### config.mk
export PLATFORM = sky130hd
export DESIGN_NAME = reg_access_ctrl_flat
export DESIGN_NICKNAME = d
export VERILOG_FILES = /design/src/rtl/reg_access_ctrl_if.sv /design/src/rtl/reg_access_ctrl.sv /design/src/flat_wrapper.sv
export SDC_FILE = /design/constraint.sdc
export NUM_CORES = 1
export LEC_CHECK = 0
export BUFFER_PORTS_ARGS = -buffer_cell sky130_fd_sc_hd__buf_2
export CAP_MARGIN = 30
export CORE_MARGIN = 2
export CORE_UTILIZATION = 40
export DETAILED_ROUTE_END_ITERATION = 10
export PLACE_DENSITY = 0.72
export SLEW_MARGIN = 10
export SYNTH_ARGS = -nofsm -noshare
export SYNTH_HDL_FRONTEND = slang
export SYNTH_SLANG_ARGS = --single-unit
### constraint.sdc
create_clock -name clk -period 3.88 [get_ports clk]
set_input_delay 0.776 -clock clk [delete_from_list [all_inputs] [get_ports clk]]
set_output_delay 0.776 -clock clk [all_outputs]
set_load 0.05 [all_outputs]
### src/rtl/reg_access_ctrl_if.sv
// Bus interface for reg_access_ctrl: instruction handshake, register-file
// port and result/flag outputs. The "slave" modport is the controller view;
// the "master" modport is the instruction source / register-file side.
interface reg_access_ctrl_if;
  logic        instr_valid;
  logic        instr_ready;
  logic [2:0]  opcode;
  logic [3:0]  rd;
  logic [3:0]  rs1;
  logic [3:0]  rs2;
  logic [7:0]  imm;
  logic        rf_we;
  logic [3:0]  rf_addr_write;
  logic [3:0]  rf_addr_read1;
  logic [3:0]  rf_addr_read2;
  logic [15:0] rf_data_in;
  logic [15:0] rf_data_out1;
  logic [15:0] rf_data_out2;
  logic        done;
  logic [15:0] result;
  logic        zero;
  logic        carry;

  modport slave (
    input  instr_valid, opcode, rd, rs1, rs2, imm, rf_data_out1, rf_data_out2,
    output instr_ready, rf_we, rf_addr_write, rf_addr_read1, rf_addr_read2,
           rf_data_in, done, result, zero, carry
  );

  modport master (
    output instr_valid, opcode, rd, rs1, rs2, imm, rf_data_out1, rf_data_out2,
    input  instr_ready, rf_we, rf_addr_write, rf_addr_read1, rf_addr_read2,
           rf_data_in, done, result, zero, carry
  );
endinterface

### src/rtl/reg_access_ctrl.sv
// reg_access_ctrl: four-state (IDLE/READ/EXEC/WRITE) controller that fetches
// two operands from an external 16x16 register file with one-edge registered
// read latency, computes a 16-bit ALU result with zero/carry flags, and writes
// it back. One instruction every four cycles.
// Optional feature macro REG_ACCESS_ZERO_REG_EN: register 0 reads as zero and
// writes to it are suppressed (done, result and flags still behave normally).
module reg_access_ctrl (
  input  logic               clk,
  input  logic               reset_n,
  reg_access_ctrl_if.slave   bus
);

  typedef enum logic [1:0] {
    ST_IDLE  = 2'b00,
    ST_READ  = 2'b01,
    ST_EXEC  = 2'b10,
    ST_WRITE = 2'b11
  } state_t;

  localparam logic [2:0] OP_ADD = 3'b000;
  localparam logic [2:0] OP_SUB = 3'b001;
  localparam logic [2:0] OP_AND = 3'b010;
  localparam logic [2:0] OP_OR  = 3'b011;
  localparam logic [2:0] OP_XOR = 3'b100;
  localparam logic [2:0] OP_MOV = 3'b101;
  localparam logic [2:0] OP_LDI = 3'b110;
  localparam logic [2:0] OP_NOP = 3'b111;

  state_t      state_r;
  state_t      state_nxt_s;
  logic        accept_s;

  logic [2:0]  opcode_r;
  logic [3:0]  rd_r;
  logic [3:0]  rs1_r;
  logic [3:0]  rs2_r;
  logic [7:0]  imm_r;

  logic [15:0] op_a_s;
  logic [15:0] op_b_s;
  logic [16:0] alu_s;
  logic        carry_nxt_s;
  logic        upd_s;
  logic        wr_en_s;

  logic        instr_ready_r;
  logic        rf_we_r;
  logic        done_r;
  logic [15:0] result_r;
  logic        zero_r;
  logic        carry_r;

  // Ready is only ever high in IDLE, so this is the IDLE handshake.
  assign accept_s = bus.instr_valid && instr_ready_r;

  // State register.
  always_ff @(posedge clk or negedge reset_n) begin
    if (!reset_n) begin
      state_r <= ST_IDLE;
    end else begin
      state_r <= state_nxt_s;
    end
  end

  // Next-state logic: fixed IDLE->READ->EXEC->WRITE->IDLE walk.
  always_comb begin
    state_nxt_s = state_r;
    case (state_r)
      ST_IDLE: begin
        if (accept_s) begin
          state_nxt_s = ST_READ;
        end else begin
          state_nxt_s = ST_IDLE;
        end
      end
      ST_READ:  state_nxt_s = ST_EXEC;
      ST_EXEC:  state_nxt_s = ST_WRITE;
      ST_WRITE: state_nxt_s = ST_IDLE;
      default:  state_nxt_s = ST_IDLE;
    endcase
  end

  // Capture instruction fields on the handshake; inputs are free afterwards.
  always_ff @(posedge clk or negedge reset_n) begin
    if (!reset_n) begin
      opcode_r <= 3'b000;
      rd_r     <= 4'h0;
      rs1_r    <= 4'h0;
      rs2_r    <= 4'h0;
      imm_r    <= 8'h00;
    end else if (accept_s) begin
      opcode_r <= bus.opcode;
      rd_r     <= bus.rd;
      rs1_r    <= bus.rs1;
      rs2_r    <= bus.rs2;
      imm_r    <= bus.imm;
    end
  end

  // Operand selection from register-file read data (register 0 may read as zero).
  always_comb begin
    op_a_s = bus.rf_data_out1;
    op_b_s = bus.rf_data_out2;
`ifdef REG_ACCESS_ZERO_REG_EN
    if (rs1_r == 4'h0) begin
      op_a_s = 16'h0000;
    end else begin
      op_a_s = bus.rf_data_out1;
    end
    if (rs2_r == 4'h0) begin
      op_b_s = 16'h0000;
    end else begin
      op_b_s = bus.rf_data_out2;
    end
`endif
  end

  // ALU: bit 16 of ADD is the carry, bit 16 of SUB is the borrow (a < b).
  always_comb begin
    alu_s       = 17'h00000;
    carry_nxt_s = 1'b0;
    upd_s       = 1'b1;
    case (opcode_r)
      OP_ADD: begin
        alu_s       = {1'b0, op_a_s} + {1'b0, op_b_s};
        carry_nxt_s = alu_s[16];
      end
      OP_SUB: begin
        alu_s       = {1'b0, op_a_s} - {1'b0, op_b_s};
        carry_nxt_s = alu_s[16];
      end
      OP_AND:  alu_s = {1'b0, op_a_s & op_b_s};
      OP_OR:   alu_s = {1'b0, op_a_s | op_b_s};
      OP_XOR:  alu_s = {1'b0, op_a_s ^ op_b_s};
      OP_MOV:  alu_s = {1'b0, op_a_s};
      OP_LDI:  alu_s = {9'h000, imm_r};
      OP_NOP:  upd_s = 1'b0;
      default: upd_s = 1'b0;
    endcase
  end

  // Write-back is suppressed for NOP (and for register 0 when it is hard-wired).
  always_comb begin
    wr_en_s = (opcode_r != OP_NOP);
`ifdef REG_ACCESS_ZERO_REG_EN
    if (rd_r == 4'h0) begin
      wr_en_s = 1'b0;
    end else begin
      wr_en_s = (opcode_r != OP_NOP);
    end
`endif
  end

  // Handshake/strobe outputs registered from the next state so they line up with it.
  always_ff @(posedge clk or negedge reset_n) begin
    if (!reset_n) begin
      instr_ready_r <= 1'b1;
      rf_we_r       <= 1'b0;
      done_r        <= 1'b0;
    end else begin
      instr_ready_r <= (state_nxt_s == ST_IDLE);
      done_r        <= (state_nxt_s == ST_WRITE);
      rf_we_r       <= (state_nxt_s == ST_WRITE) && wr_en_s;
    end
  end

  // Result and flags are registered at the end of EXEC and held otherwise.
  always_ff @(posedge clk or negedge reset_n) begin
    if (!reset_n) begin
      result_r <= 16'h0000;
      zero_r   <= 1'b1;
      carry_r  <= 1'b0;
    end else if ((state_r == ST_EXEC) && upd_s) begin
      result_r <= alu_s[15:0];
      zero_r   <= (alu_s[15:0] == 16'h0000);
      carry_r  <= carry_nxt_s;
    end
  end

  assign bus.instr_ready   = instr_ready_r;
  assign bus.rf_we         = rf_we_r;
  assign bus.rf_addr_write = rd_r;
  assign bus.rf_addr_read1 = rs1_r;
  assign bus.rf_addr_read2 = rs2_r;
  assign bus.rf_data_in    = result_r;
  assign bus.done          = done_r;
  assign bus.result        = result_r;
  assign bus.zero          = zero_r;
  assign bus.carry         = carry_r;

endmodule

### src/flat_wrapper.sv
// flat-port wrapper written by rule: the top's interface ports become plain ports
module reg_access_ctrl_flat 
  (clk, reset_n, bus_instr_valid, bus_opcode, bus_rd, bus_rs1, bus_rs2, bus_imm, bus_rf_data_out1, bus_rf_data_out2, bus_instr_ready, bus_rf_we, bus_rf_addr_write, bus_rf_addr_read1, bus_rf_addr_read2, bus_rf_data_in, bus_done, bus_result, bus_zero, bus_carry);
  reg_access_ctrl_if bus_i ();
  input  logic clk;
  input  logic reset_n;
  input wire logic [$bits(bus_i.instr_valid)-1:0] bus_instr_valid;
  input wire logic [$bits(bus_i.opcode)-1:0] bus_opcode;
  input wire logic [$bits(bus_i.rd)-1:0] bus_rd;
  input wire logic [$bits(bus_i.rs1)-1:0] bus_rs1;
  input wire logic [$bits(bus_i.rs2)-1:0] bus_rs2;
  input wire logic [$bits(bus_i.imm)-1:0] bus_imm;
  input wire logic [$bits(bus_i.rf_data_out1)-1:0] bus_rf_data_out1;
  input wire logic [$bits(bus_i.rf_data_out2)-1:0] bus_rf_data_out2;
  output wire logic [$bits(bus_i.instr_ready)-1:0] bus_instr_ready;
  output wire logic [$bits(bus_i.rf_we)-1:0] bus_rf_we;
  output wire logic [$bits(bus_i.rf_addr_write)-1:0] bus_rf_addr_write;
  output wire logic [$bits(bus_i.rf_addr_read1)-1:0] bus_rf_addr_read1;
  output wire logic [$bits(bus_i.rf_addr_read2)-1:0] bus_rf_addr_read2;
  output wire logic [$bits(bus_i.rf_data_in)-1:0] bus_rf_data_in;
  output wire logic [$bits(bus_i.done)-1:0] bus_done;
  output wire logic [$bits(bus_i.result)-1:0] bus_result;
  output wire logic [$bits(bus_i.zero)-1:0] bus_zero;
  output wire logic [$bits(bus_i.carry)-1:0] bus_carry;
  assign bus_i.instr_valid = bus_instr_valid;
  assign bus_i.opcode = bus_opcode;
  assign bus_i.rd = bus_rd;
  assign bus_i.rs1 = bus_rs1;
  assign bus_i.rs2 = bus_rs2;
  assign bus_i.imm = bus_imm;
  assign bus_i.rf_data_out1 = bus_rf_data_out1;
  assign bus_i.rf_data_out2 = bus_rf_data_out2;
  assign bus_instr_ready = bus_i.instr_ready;
  assign bus_rf_we = bus_i.rf_we;
  assign bus_rf_addr_write = bus_i.rf_addr_write;
  assign bus_rf_addr_read1 = bus_i.rf_addr_read1;
  assign bus_rf_addr_read2 = bus_i.rf_addr_read2;
  assign bus_rf_data_in = bus_i.rf_data_in;
  assign bus_done = bus_i.done;
  assign bus_result = bus_i.result;
  assign bus_zero = bus_i.zero;
  assign bus_carry = bus_i.carry;
  reg_access_ctrl u_core (.clk(clk), .reset_n(reset_n), .bus(bus_i));
endmodule
==> flow_summary.toml <==
[detailed_routing]
postRouteAntennaNets = 0
dr.first_iter.drc_count = 292
dr_total_vias = 4528
wirelength_um = 13300
first_pass_iters = 5
remaining_drc_errors = 0
routedWlPerCell_um = 16.9
avgViaCountPerCell = 5.75

[timing]
drv_slew = 0
slew_headroom_pct = 41.4
setup_viol = 0
tightest_slew_ps = 879
rsz0062_at_grt = "false"
fin_skew_ps = 7.90
finalSetupTns_ps = 0
finalHoldViolCount = 0
fmax_mhz = 281
period_needed_ps = 3560
min_period_over_period_pct = 91.9

[die]
core_area_um2 = 11500
ios = 107
rows = 39
chipWidth_um = 113
die_area_um2 = 12700
initial_utilization_pct = 41.3
die_h_um = 113

[setup_path]
cp.required_ps = 4080
cp_max_fo = 5
worst-setup-path-type = "input pin to flip-flop"
worst_setup_path_start_kind = "input pin"
cp-end-kind = "flip-flop"
crit_arrival_ps = 3760

[logic_synthesis]
yosys-top-cells-area = "dfrtp_1 (23%), ha_1 (13%), mux2_2 (6.7%), a21oi_1 (4.2%), inv_1 (4.0%)"
synth_common_cells = "ha_1 (51), inv_1 (51), nand2_1 (48), dfrtp_1 (44), a21oi_1 (40)"
synth_flop_cell = "dfrtp_1"
syn_area_per_cell_um2 = 8.36
synth_cell_types = 73
netlist_instances = 567
synth_seq_area_share_pct = 24.3
synth_area_um2 = 4740
synth_top_area_share_pct = 23.2
yosysTopAreaCell = "dfrtp_1"
synth_edf_count = 0
yosysWarnings = 0
synth-async-reset-ratio_pct = 100
synth.ff_latch_count = 46
synth_nets = 678

[run_status]
status = "finished clean"

[layout]
n_antenna_cell = 0
layout.nets = 755
areaGrowthSynthToFinish_pct = 15.0
fill_cells = 1094
drive_gt1_share_pct = 26.7
fin_area_um2 = 5450

[place]
gp_congestion = 0.893
numPortBuffers = 106
place_area_um2 = 5280
dpl.hpwl_um = 10500

[power]
powerDensity_nw_per_um2 = 773
ir_drop_mv = 0.494
power_leakage_nw = 2.64

[clock_tree]
clockBufferDepth = 2
clk_pin_slew_ps = 70
clockRootBuffer = "clkbuf_16"
cts_max_level = 2
cts_buffers = 5
cts_tree = "done"
cts_sinks = 46
clk_latency_ps = 290
holdBufCountCts = 0
post_cts_resized = 0
postCtsSetupRepairBufs = 0

[hold_path]
hold_class = "input pin to async pin"

[flow_run]
max-cap-violations = 0

[global_route]
grt_pass1_vias = 4477
grt_pass1_wl_um = 22200
grt-ovfl-total = 0
grt_max_degree = 34
track_usage_pct = 21.1
grt_antenna_before_repair = 0
[final timing paths]
path	startpoint	slack, ps	endpoint	depth (start not counted)
worst min-delay path	reset_n	380	u_core.bus.rf_addr_read1[1]	1
min in group clk	u_core.bus.rf_addr_write[3]	500	u_core.bus.rf_addr_write[3]	1
worst max register to register	u_core.opcode_r[0]	910	u_core.bus.result[13]	8
worst min register to register	u_core.bus.rf_addr_write[3]	500	u_core.bus.rf_addr_write[3]	1
max in group asynchronous	reset_n	2950	u_core.bus.zero	2
worst max-delay path	bus_rf_data_out1[0]	320	u_core.bus.zero	14
[cell families after synthesis]
family,after synthesis,share of synthesized area (%)
AO/OA/AOI/OAI,164,24.8
XOR/XNOR,5,0.924
adder cells (fa/ha/maj),53,14.3
buffers and inverters,102,9.90
flip-flops,46,24.3
multiplexers,43,9.82
AND/OR/NAND/NOR,154,15.9
[metal layers]
metal / vias up / global-route usage, % / routed length, µm / share of wire (%)
li1: 2169 / - / - / -
met1: 2136 / 28.5 / 5850 / 44
met2: 195 / 34.7 / 6160 / 46
met5: - / 0 / 0 / 0
met4: 0 / 6.34 / 312 / 2.3
met3: 28 / 3.43 / 975 / 7.3
[flip-flops by register name, indices dropped and copies added (netlist names)]
register / cells
u_core.bus.carry: 1
u_core.bus.done: 1
u_core.bus.instr_ready: 1
u_core.bus.result: 16
u_core.bus.rf_addr_read1: 4
u_core.bus.rf_addr_read2: 4
u_core.bus.rf_addr_write: 4
u_core.bus.rf_we: 1
u_core.bus.zero: 1
u_core.imm_r: 8
u_core.opcode_r: 3
u_core.state_r: 2
[worst max-delay path: stages]
cell and delay, ps:
buf_2 120, inv_1 80, ha_1 200, inv_1 70, fa_1 390, nor2b_1 160, o21ai_1 420, a21oi_1 190
o32a_1 430, a41oi_1 230, a22oi_1 150, nor3_1 220, nand4_1 130, o31ai_2 200
[placed cells by master (no fill, tap or decap), types with 3 or more instances in the layout]
| cell type | n |
|---|---|
| o221ai_1 | 4 |
| o21a_1 | 6 |
| nor2b_1 | 6 |
| nor2_1 | 38 |
| mux2_2 | 28 |
| a21o_1 | 7 |
| o31ai_1 | 5 |
| nor3_1 | 18 |
| o2111ai_1 | 6 |
| o21ai_0 | 30 |
| nand2b_1 | 12 |
| nand4_1 | 4 |
| or3_1 | 4 |
| o21ai_1 | 3 |
| o2bb2ai_1 | 5 |
| a21oi_1 | 40 |
| nand3_1 | 8 |
| buf_2 | 106 |
| xnor2_1 | 3 |
| dfrtp_1 | 44 |
| o22a_1 | 3 |
| a211oi_1 | 11 |
| buf_4 | 11 |
| ha_1 | 51 |
| o22ai_1 | 7 |
| a221oi_1 | 4 |
| mux2i_1 | 15 |
| nand2_1 | 48 |
| inv_1 | 51 |
| o211ai_1 | 3 |
| clkbuf_16 | 5 |
[per-stage QoR]
stage / setup slack [ps] / utilization (%) / hold slack, ps / total power [W] / std cells
finish: 316 / 47.5 / 377 / 0.00421 / 788
global route: 129 / 47.5 / 403 / 0.00448 / 788
global placement: 205 / 45.8 / 483 / 0.00371 / 777
floorplan: 708 / - / 474 / 0.00314 / 567
CTS: 360 / 47.3 / 385 / 0.00420 / 786
detailed placement: 75.5 / 46.0 / 487 / 0.00377 / 778
[power breakdown]
group | internal (W) | switching, W | leakage, nW
logic | 0.000887 | 0.00196 | 2.02
registers | 0.000722 | 0.000216 | 0.548
clock network | 0.000239 | 0.000186 | 0.0698
[layout make-up]
cell class,instances,area (µm²),share of cell area [%]
Clock buffer,5,125,2.30
Timing Repair Buffer,120,659,12.1
Multi-Input combinational cell,419,3120,57.2
Sequential cell,46,1150,21.2
Inverter,52,195,3.58
Clock inverter,3,21.3,0.390
Tap cell,143,179,3.28
Power figures use the tool's default switching activity.
